===== src/rtl/ula_multiciclo_pkg.sv =====
// Shared op codes and FSM encoding for the multicycle RV64 ALU.
package ula_multiciclo_pkg;

  localparam logic [3:0] OP_ADD    = 4'd0;
  localparam logic [3:0] OP_SUB    = 4'd1;
  localparam logic [3:0] OP_AND    = 4'd2;
  localparam logic [3:0] OP_OR     = 4'd3;
  localparam logic [3:0] OP_XOR    = 4'd4;
  localparam logic [3:0] OP_SLT    = 4'd5;
  localparam logic [3:0] OP_SLTU   = 4'd6;
  localparam logic [3:0] OP_RSVD   = 4'd7;
  localparam logic [3:0] OP_MUL    = 4'd8;
  localparam logic [3:0] OP_MULH   = 4'd9;
  localparam logic [3:0] OP_MULHSU = 4'd10;
  localparam logic [3:0] OP_MULHU  = 4'd11;
  localparam logic [3:0] OP_DIV    = 4'd12;
  localparam logic [3:0] OP_DIVU   = 4'd13;
  localparam logic [3:0] OP_REM    = 4'd14;
  localparam logic [3:0] OP_REMU   = 4'd15;

  typedef enum logic [2:0] {StOcioso, StPrepara, StCalcula, StAjusta, StFim} state_e;

endpackage


===== src/rtl/ula_multiciclo_if.sv =====
// Control-unit <-> ALU handshake and operand bus.
interface ula_multiciclo_if #(
  parameter int unsigned BITS = 64
);
  logic            inicio;
  logic [BITS-1:0] dina;
  logic [BITS-1:0] dinb;
  logic [BITS-1:0] imm;
  logic            alu_src;
  logic [3:0]      operacao;
  logic [BITS-1:0] dout;
  logic            pronto;
  logic            ocupado;
  logic            flag_igual;
  logic            flag_menor;
  logic            flag_maior_igual_u;

  modport master (
    output inicio, dina, dinb, imm, alu_src, operacao,
    input  dout, pronto, ocupado, flag_igual, flag_menor, flag_maior_igual_u
  );

  modport slave (
    input  inicio, dina, dinb, imm, alu_src, operacao,
    output dout, pronto, ocupado, flag_igual, flag_menor, flag_maior_igual_u
  );
endinterface


===== src/rtl/ula_multiciclo_mul_div_iterativo.sv =====
// Radix-2 unsigned core: shift-add multiply or restoring divide, one bit per step.
module mul_div_iterativo #(
  parameter int unsigned BITS = 64
) (
  input  logic            clk,
  input  logic            reset,
  input  logic            load_i,
  input  logic            step_i,
  input  logic            is_div_i,
  input  logic [BITS-1:0] a_mag_i,
  input  logic [BITS-1:0] b_mag_i,
  output logic [BITS-1:0] hi_o,
  output logic [BITS-1:0] lo_o
);

  // hi: upper product / partial remainder; lo: multiplier / dividend shifting into quotient
  logic [BITS-1:0] hi_q, hi_d, lo_q, lo_d, b_q;
  logic [BITS:0]   mul_sum, div_sh;
  logic            div_ge;

  always_comb begin
    mul_sum = {1'b0, hi_q} + (lo_q[0] ? {1'b0, b_q} : '0);
    div_sh  = {hi_q, lo_q[BITS-1]};
    div_ge  = div_sh >= {1'b0, b_q};
    if (is_div_i) begin
      hi_d = div_ge ? (div_sh[BITS-1:0] - b_q) : div_sh[BITS-1:0];
      lo_d = {lo_q[BITS-2:0], div_ge};
    end else begin
      hi_d = mul_sum[BITS:1];
      lo_d = {mul_sum[0], lo_q[BITS-1:1]};
    end
  end

  always_ff @(posedge clk or posedge reset) begin
    if (reset) begin
      hi_q <= '0;
      lo_q <= '0;
      b_q  <= '0;
    end else if (load_i) begin
      hi_q <= '0;
      lo_q <= a_mag_i;
      b_q  <= b_mag_i;
    end else if (step_i) begin
      hi_q <= hi_d;
      lo_q <= lo_d;
    end
  end

  assign hi_o = hi_q;
  assign lo_o = lo_q;

endmodule


===== src/rtl/ula_multiciclo.sv =====
// RV64 ALU: single-cycle base ops plus iterative RV64M multiply/divide behind a start/busy handshake.
module ula_multiciclo #(
  parameter int unsigned BITS = 64
) (
  input logic            clk,
  input logic            reset,
  ula_multiciclo_if.slave bus
);
  import ula_multiciclo_pkg::*;

  localparam int unsigned CntW = $clog2(BITS);

  state_e            state_q, state_d;
  logic [BITS-1:0]   a_q, b_q, dout_q, alu_res, md_res, op_b, a_mag, b_mag, hi, lo;
  logic [3:0]        op_q;
  logic [2:0]        flags_now, flags_pend_q, flags_q;
  logic [CntW-1:0]   cnt_q;
  logic              neg_q, neg_d, sub, slt, sltu, a_signed, b_signed, a_neg, b_neg, accept;
  logic [BITS:0]     sum;
  logic [2*BITS-1:0] prod_s;

  assign accept = (state_q == StOcioso) && bus.inicio;

  // Single-cycle datapath works straight off the bus so the result lands with the FIM entry
  always_comb begin
    op_b = bus.alu_src ? bus.imm : bus.dinb;
    sub  = bus.operacao != OP_ADD;
    sum  = {1'b0, bus.dina} + {1'b0, op_b ^ {BITS{sub}}} + {{BITS{1'b0}}, sub};
    sltu = ~sum[BITS];
    slt  = (bus.dina[BITS-1] != op_b[BITS-1]) ? bus.dina[BITS-1] : sum[BITS-1];
    case (bus.operacao)
      OP_ADD, OP_SUB: alu_res = sum[BITS-1:0];
      OP_AND:         alu_res = bus.dina & op_b;
      OP_OR:          alu_res = bus.dina | op_b;
      OP_XOR:         alu_res = bus.dina ^ op_b;
      OP_SLT:         alu_res = {{(BITS-1){1'b0}}, slt};
      OP_SLTU:        alu_res = {{(BITS-1){1'b0}}, sltu};
      default:        alu_res = '0;
    endcase
    flags_now = {bus.dina == bus.dinb, $signed(bus.dina) < $signed(bus.dinb),
                 bus.dina >= bus.dinb};
  end

  always_comb begin
    a_signed = op_q inside {OP_MULH, OP_MULHSU, OP_DIV, OP_REM};
    b_signed = op_q inside {OP_MULH, OP_DIV, OP_REM};
    a_neg    = a_signed & a_q[BITS-1];
    b_neg    = b_signed & b_q[BITS-1];
    a_mag    = a_neg ? -a_q : a_q;
    b_mag    = b_neg ? -b_q : b_q;
    // Divide by zero must yield all ones, so the quotient is never negated then
    if (op_q == OP_DIV)          neg_d = (a_neg ^ b_neg) & (b_q != '0);
    else if (op_q[3:1] == 3'b111) neg_d = a_neg;
    else                          neg_d = a_neg ^ b_neg;
    prod_s = neg_q ? -{hi, lo} : {hi, lo};
    case (op_q)
      OP_MUL:                      md_res = prod_s[BITS-1:0];
      OP_MULH, OP_MULHSU, OP_MULHU: md_res = prod_s[2*BITS-1:BITS];
      OP_DIV, OP_DIVU:             md_res = neg_q ? -lo : lo;
      default:                     md_res = neg_q ? -hi : hi;
    endcase
  end

  always_comb begin
    state_d = state_q;
    unique case (state_q)
      StOcioso:  if (bus.inicio) state_d = bus.operacao[3] ? StPrepara : StFim;
      StPrepara: state_d = StCalcula;
      StCalcula: if (cnt_q == CntW'(BITS - 1)) state_d = StAjusta;
      StAjusta:  state_d = StFim;
      StFim:     state_d = StOcioso;
      default:   state_d = StOcioso;
    endcase
  end

  always_ff @(posedge clk or posedge reset) begin
    if (reset) begin
      state_q      <= StOcioso;
      a_q          <= '0;
      b_q          <= '0;
      op_q         <= '0;
      neg_q        <= 1'b0;
      cnt_q        <= '0;
      flags_pend_q <= '0;
      flags_q      <= '0;
      dout_q       <= '0;
    end else begin
      state_q <= state_d;
      if (accept) begin
        a_q          <= bus.dina;
        b_q          <= op_b;
        op_q         <= bus.operacao;
        flags_pend_q <= flags_now;
        if (!bus.operacao[3]) begin
          dout_q  <= alu_res;
          flags_q <= flags_now;
        end
      end
      if (state_q == StPrepara) begin
        neg_q <= neg_d;
        cnt_q <= '0;
      end
      if (state_q == StCalcula) cnt_q <= cnt_q + 1'b1;
      if (state_q == StAjusta) begin
        dout_q  <= md_res;
        flags_q <= flags_pend_q;
      end
    end
  end

  mul_div_iterativo #(
    .BITS(BITS)
  ) u_core (
    .clk     (clk),
    .reset   (reset),
    .load_i  (state_q == StPrepara),
    .step_i  (state_q == StCalcula),
    .is_div_i(op_q[2]),
    .a_mag_i (a_mag),
    .b_mag_i (b_mag),
    .hi_o    (hi),
    .lo_o    (lo)
  );

  assign bus.dout               = dout_q;
  assign bus.pronto             = state_q == StFim;
  assign bus.ocupado            = state_q != StOcioso;
  assign bus.flag_igual         = flags_q[2];
  assign bus.flag_menor         = flags_q[1];
  assign bus.flag_maior_igual_u = flags_q[0];

endmodule


===== src/flat_wrapper.sv =====
// flat-port wrapper written by rule: the top's interface ports become plain ports
module ula_multiciclo_flat import ula_multiciclo_pkg::*;
#(
  parameter int unsigned BITS = 64
)
  (clk, reset, bus_inicio, bus_dina, bus_dinb, bus_imm, bus_alu_src, bus_operacao, bus_dout, bus_pronto, bus_ocupado, bus_flag_igual, bus_flag_menor, bus_flag_maior_igual_u);
  ula_multiciclo_if #(.BITS(BITS)) bus_i ();
  input logic clk;
  input logic reset;
  input wire logic [$bits(bus_i.inicio)-1:0] bus_inicio;
  input wire logic [$bits(bus_i.dina)-1:0] bus_dina;
  input wire logic [$bits(bus_i.dinb)-1:0] bus_dinb;
  input wire logic [$bits(bus_i.imm)-1:0] bus_imm;
  input wire logic [$bits(bus_i.alu_src)-1:0] bus_alu_src;
  input wire logic [$bits(bus_i.operacao)-1:0] bus_operacao;
  output wire logic [$bits(bus_i.dout)-1:0] bus_dout;
  output wire logic [$bits(bus_i.pronto)-1:0] bus_pronto;
  output wire logic [$bits(bus_i.ocupado)-1:0] bus_ocupado;
  output wire logic [$bits(bus_i.flag_igual)-1:0] bus_flag_igual;
  output wire logic [$bits(bus_i.flag_menor)-1:0] bus_flag_menor;
  output wire logic [$bits(bus_i.flag_maior_igual_u)-1:0] bus_flag_maior_igual_u;
  assign bus_i.inicio = bus_inicio;
  assign bus_i.dina = bus_dina;
  assign bus_i.dinb = bus_dinb;
  assign bus_i.imm = bus_imm;
  assign bus_i.alu_src = bus_alu_src;
  assign bus_i.operacao = bus_operacao;
  assign bus_dout = bus_i.dout;
  assign bus_pronto = bus_i.pronto;
  assign bus_ocupado = bus_i.ocupado;
  assign bus_flag_igual = bus_i.flag_igual;
  assign bus_flag_menor = bus_i.flag_menor;
  assign bus_flag_maior_igual_u = bus_i.flag_maior_igual_u;
  ula_multiciclo #(.BITS(BITS)) u_core (.clk(clk), .reset(reset), .bus(bus_i));
endmodule

===== config.mk =====
export PLATFORM = sky130hd
export DESIGN_NAME = ula_multiciclo_flat
export DESIGN_NICKNAME = d
export VERILOG_FILES = /design/src/rtl/ula_multiciclo_pkg.sv /design/src/rtl/ula_multiciclo_if.sv /design/src/rtl/ula_multiciclo_mul_div_iterativo.sv /design/src/rtl/ula_multiciclo.sv /design/src/flat_wrapper.sv
export SDC_FILE = /design/constraint.sdc
export NUM_CORES = 2
export LEC_CHECK = 0
export BUFFER_PORTS_ARGS = -buffer_cell sky130_fd_sc_hd__clkbuf_2
export CAP_MARGIN = 20
export CORE_ASPECT_RATIO = 1.4
export CORE_MARGIN = 4
export CORE_UTILIZATION = 30
export DETAILED_ROUTE_END_ITERATION = 12
export PLACE_DENSITY_LB_ADDON = 0.15
export SYNTH_ARGS = -nofsm -noshare
export SYNTH_HDL_FRONTEND = slang
export SYNTH_SLANG_ARGS = --single-unit

===== constraint.sdc =====
create_clock -name clk -period 31.1 [get_ports clk]
set_input_delay 3.11 -clock clk [delete_from_list [all_inputs] [get_ports clk]]
set_output_delay 3.11 -clock clk [all_outputs]
set_load 0.02 [all_outputs]

# Word-level counts from Yosys, hierarchy flattened
# Cells that the tools add are included.
dict set report totals {
  regBits 404
  in_bits 200
  output_inout_bits 69
  word_cells 104
}
dict set report op_classes {
  n_addsub 10
  magnitude_cmp 3
  n_eq_ne 24
  mux 31
  bitwise_logic 9
  reduce_logical 15
}
# operator count
set ops {}
lappend ops {{$mux W64} 16}
lappend ops {{$pmux W64 S6} 1}
lappend ops {{$neg A64 Y64} 4}
lappend ops {{$pmux W64 S3} 1}
lappend ops {{$mux W128} 1}
lappend ops {{$neg A128 Y128} 1}
lappend ops {{$xor A64 B64 Y64} 2}
lappend ops {{$add A64 B64 Y65} 1}
lappend ops {{$add A64 B65 Y65} 1}
lappend ops {{$add A65 B1 Y65} 1}
lappend ops {{$ge A65 B64 Y1} 1}
lappend ops {{$and A64 B64 Y64} 1}
lappend ops {{$eq A64 B64 Y1} 1}
lappend ops {{$ge A64 B64 Y1} 1}
lappend ops {{$lt A64 B64 Y1} 1}
lappend ops {{$or A64 B64 Y64} 1}
lappend ops {{$reduce_bool A64 Y1} 1}
lappend ops {{$sub A64 B64 Y64} 1}
lappend ops {{$eq A4 B4 Y1 const B} 7}
lappend ops {{$mux W3} 6}
lappend ops {{$eq A4 B3 Y1 const B} 3}
lappend ops {{$mux W6} 2}
lappend ops {{$pmux W3 S4} 1}
lappend ops {{$eq A4 B2 Y1 const B} 2}
lappend ops {{22 further kinds} 34}

# Depth between registers and ports, before layout
dict set report depth {
  depth_word 9
  mapped_depth 18
  depth_no_buf 15
}

# Cells and area by module
# Synthesis repeated with hierarchy kept, for this count alone.
dict set report unflattened {
  hier_cells 5716
  area_unflattened_um2 43280.3
}
# module n_inst cells_each area_each_um2 seq_area_each_um2
set modules_own_cells {}
lappend modules_own_cells {ula_multiciclo 1 3351 25630.8 5305.1}
lappend modules_own_cells {mul_div_iterativo 1 2365 17649.4 4804.6}

# Least setup slack after synthesis
# No wires, ideal clock.
dict set report synth_path {
  path_kind {input -> register}
  from {input bus_operacao[0]}
  to {register u_core.dout_q[62], in the netlist u_core.bus.dout[62]}
  setup_ps 137
  t_arrival_ps 7345
  t_required_ps 30963
  setup_slack_ps 23618
  stages 17
  n_path_buf 3
  cell_sequence {clkbuf_1 or4_1 clkbuf_1 clkbuf_1 xnor2_1 ha_1 nand3_1 o2111ai_1 a21oi_1 or3_1 a2111oi_0 nor2_1 o31a_1 o31a_1 o31ai_1 mux2i_1 o211ai_1}
}
dict set report synth_via {
  elab_chain_len 8
  elab_cells_between_ends 16
  cone_classes {add/sub (2); eq/ne (6); mux (4); bitwise (1); reduce/logical (3)}
}
# item line
set synth_lines {}
lappend synth_lines {{start, declared} flat_wrapper.sv:15} ;# input wire logic [$bits(bus_i.operacao)-1:0] bus_operacao;
lappend synth_lines {{$reduce_bool A4 Y1} ula_multiciclo.sv:27} ;# sub = bus.operacao != OP_ADD;
lappend synth_lines {{$xor A64 B64 Y64} ula_multiciclo.sv:28} ;# sum = {1'b0, bus.dina} + {1'b0, op_b ^ {BITS{sub}}} + {{BITS{1'b0}}, sub};
lappend synth_lines {{$add A64 B64 Y65} ula_multiciclo.sv:28}
lappend synth_lines {{$add A65 B1 Y65} ula_multiciclo.sv:28}
lappend synth_lines {{$pmux W64 S6 *} ula_multiciclo.sv:31} ;# case (bus.operacao)
lappend synth_lines {{$mux W64 *} ula_multiciclo.sv:94} ;# if (!bus.operacao[3]) begin
lappend synth_lines {{$mux W64 *} ula_multiciclo.sv:89} ;# if (accept) begin
lappend synth_lines {{$mux W64 *} ula_multiciclo.sv:104} ;# if (state_q == StAjusta) begin
lappend synth_lines {{end signal, assigned} ula_multiciclo.sv:95} ;# dout_q <= alu_res;
lappend synth_lines {{end signal, assigned} ula_multiciclo.sv:105} ;# dout_q <= md_res;
lappend synth_lines {{end, declared} ula_multiciclo.sv:14} ;# logic [BITS-1:0] a_q, b_q, dout_q, alu_res, md_res, op_b, a_mag, b_mag, hi, lo;
# Mark *: on every way between the ends. The rest lies on a longest branch, timed or not. The select of a mux whose other input is x is not followed.
# A chain may end at the register's enable or synchronous reset.

# Worst setup path in the final report
dict set report layout_path {
  from {input bus_operacao[3]}
  to {register u_core.dout_q[62], in the netlist u_core.bus.dout[62]}
}
dict set report layout_via {
  elab_chain_len 8
  elab_cells_between_ends 18
  cone_classes {add/sub (2); eq/ne (7); mux (4); bitwise (1); reduce/logical (4)}
}
# item line
set layout_lines {}
lappend layout_lines {{$reduce_bool A4 Y1} ula_multiciclo.sv:27}
lappend layout_lines {{$xor A64 B64 Y64} ula_multiciclo.sv:28}
lappend layout_lines {{$add A64 B64 Y65} ula_multiciclo.sv:28}
lappend layout_lines {{$add A65 B1 Y65} ula_multiciclo.sv:28}
lappend layout_lines {{$pmux W64 S6} ula_multiciclo.sv:31}
lappend layout_lines {{$mux W64} ula_multiciclo.sv:94}
lappend layout_lines {{$mux W64} ula_multiciclo.sv:89}
lappend layout_lines {{$mux W64} ula_multiciclo.sv:104}
# Parallel ways exist; a longest one is shown, timed or not. The select of a mux whose other input is x is not followed.

==> flow_summary.yaml <==
status:
  status: "complete, no violations"
yosys:
  synth_edf_count: 0
  synth_top_area_share_pct: 24.0
  synth_area_leaders: "dfrtp_1 (24%), ha_1 (12%), o21ai_0 (7.4%), nand2_1 (5.7%), xnor2_1 (5.7%)"
  ys_seq_area_share_pct: 24.0
  yosysMostFrequentCell: "nand2_1"
  synthTopCellsByCount: "nand2_1 (642), o21ai_0 (623), dfrtp_1 (404)"
  synthArstFlopShare_pct: 100
  syn_area_sq_um: 42200
  synth-main-ff-cell: "dfrtp_1"
  syn_inst: 5511
  yosysWarnings: 0
  synth_nets: 6102
  avgSynthCellArea_sq_um: 7.65
  yosysTopAreaCell: "dfrtp_1"
  ys_seq_elements: 404
  synth_cell_type_count: 95
critical_path:
  cp.arrival_ps: 8320
  crit_fanout: 23
  critPathLaunchType: "input pin"
  critical_path_class: "input pin to register"
  end_kind: "register"
  reg2reg_depth: 14
  crit_required_ps: 31570
global_routing:
  grtUsageMet2_pct: 44.4
  grt_pass1_vias: 41000
  antenna_found_initial: 3
  grt_max_degree: 253
  grt_first_pass_wirelength_mm: 277
  grt.total_usage_pct: 24.9
  overflow: 0
  gr-usage-met3_pct: 2.16
  grtUsageMet1_pct: 30.8
  gr-max-usage-layer: "met2"
clock_network:
  clockBufferDepth: 3
  clk_pin_slew_ps: 70
  cts_tree: "yes"
  cts-resized-gates: 0
  clkSinkCount: 404
  htree_levels: 2
  cts_root_buf: "clkbuf_16"
  postCtsSetupRepairBufs: 0
  cts-buffers-inserted: 46
  postCtsHoldBufs: 0
  clock_latency_ps: 640
sta:
  finalSetupViolCount: 0
  slew_viol_final: 0
  timing.fmax_mhz: 127
  slew_headroom_pct: 15.2
  period_share_pct: 25.2
  rsz0062_at_grt: "false"
  worst_pin_slew_ps: 1270
  min_period_ps: 7850
  tns_ps: 0
  hold_violations: 0
  fin_skew_ps: 37.2
layout:
  nets: 6145
  area_growth_pct: 10.7
  drive_gt1_share_pct: 9.03
  fill_cells: 15000
detailed_routing:
  via_per_inst: 5.62
  antenna_left: 0
  first_pass_iters: 6
  drc: 0
  wl_mm: 190
  initialDrtViolationCount: 3289
  vias: 41600
  detail_route.wl_per_cell_microns: 25.7
pwr:
  ir_drop_uv: 53.0
  p_leak_nw: 20.9
  power.density_nw_per_um2: 95.8
  power_mw: 4.47
placed_design:
  dpl.hpwl_mm: 151
  finalWeightedCongestion: 0.952
  io_buffers: 268
floorplanning:
  dieArea_sq_um: 147000
  io_pins: 269
  core.rowCount: 162
  start_util_pct: 30.2
  core_sq_um: 139000
  die_h_microns: 452
  die_w_microns: 325
run:
  maxCapViolCount: 0
hold_path:
  hold-path-cell-count: 2
  hold_path.class: "register to register"
through the flow:
stage	instances	setup slack [ps]	instance area, sq um	hold slack, ps	utilization (%)
2_1_floorplan	5511	16750	42200	450	-
3_3_place_gp	7308	22670	45100	462	32.3
3_5_place_dp	7309	22580	45100	471	32.4
4_1_cts	7393	23230	46700	484	33.5
5_1_grt	7396	23050	46700	501	33.5
6_report	7397	23250	46700	477	33.5
cells by family after synthesis:
group | share of synthesized area (%)
DFF | 24.0
xor gates and xnor gates | 9.93
buffers and inverters | 6.21
AOI/OAI and AO/OA | 27.1
adders and majority gates | 11.7
muxes | 4.05
and+or+nand+nor | 17.1
path summary, 6_finish.rpt:
| kind | endpoint | start | slack [ps] |
|---|---|---|---|
| setup / recovery | u_core.bus.dout[62]$_DFFE_PP0P_ | bus_operacao[3] | 23250 |
| hold / removal | u_core.u_core.b_q[7]$_DFFE_PP0P_ | u_core.u_core.b_q[7]$_DFFE_PP0P_ | 480 |
| setup reg to reg | u_core.u_core.hi_o[23]$_DFFE_PP0P_ | u_core.u_core.lo_o[63]$_DFFE_PP0P_ | 24470 |
| hold reg to reg | u_core.u_core.b_q[7]$_DFFE_PP0P_ | u_core.u_core.b_q[7]$_DFFE_PP0P_ | 480 |
| max in group asynchronous | u_core.neg_q$_DFFE_PP0P_ | reset | 25540 |
| min in group asynchronous | u_core.u_core.b_q[2]$_DFFE_PP0P_ | reset | 2660 |
sequential cells by signal (all words and copies together) (netlist names):
register,cells
u_core.u_core.lo_o,64
u_core.bus.dout,64
u_core.neg_q,1
u_core.cnt_q,6
u_core.flags_pend_q,3
u_core.a_q,64
u_core.b_q,64
u_core.u_core.hi_o,64
u_core.state_q,3
u_core.op_q,4
u_core.flags_q,3
u_core.u_core.b_q,64
where the power goes:
group | internal [mW] | leakage (nW) | switching [mW]
Sequential | 0.754 | 5.07 | 0.442
Combinational | 0.994 | 15.0 | 1.69
Clock | 0.328 | 0.753 | 0.262
Total | 2.08 | 20.9 | 2.39
cell usage in the layout, fill, tap and decap left out, drive strengths merged, types with 71 or more instances in the layout:
master / count
clkbuf: 325
inv: 338
nor3: 92
a21o: 135
nand3: 77
nand4: 71
mux2i: 164
o211ai: 104
xnor2: 275
a21oi: 402
dfrtp: 404
nand2: 643
buf: 78
xor2: 203
a221oi: 71
ha: 388
nor2: 377
o21ai: 631
layout make-up:
type,instances,area [sq um],area share [%]
diodes,3,7.51,0.0161
clock buffers,58,1290,2.76
clock inverters,26,270,0.579
inverters,336,1270,2.72
multi-input cells,4421,29500,63.3
flip-flops and latches,404,10100,21.7
well taps,1804,2260,4.83
repair buffers,345,1940,4.16
layer usage:
layer / up-vias / share of wire [%]
met1: 20200 / 42
met2: 1210 / 49
met4: 0 / 4.7
met5: - / 0
met3: 296 / 3.9
li1: 19900 / -
critical path, stage by stage:
cell	delay, ps
clkbuf_2	250
or4_4	830
xnor2_1	230
ha_1	370
nand3_1	170
o2111ai_1	370
a21oi_1	160
or3_1	410
a2111oi_0	620
nor2_1	290
o31a_1	440
o31a_1	380
o31ai_1	320
mux2i_1	220
o211ai_1	100
Note: power is estimated with default switching activity, not from simulation.
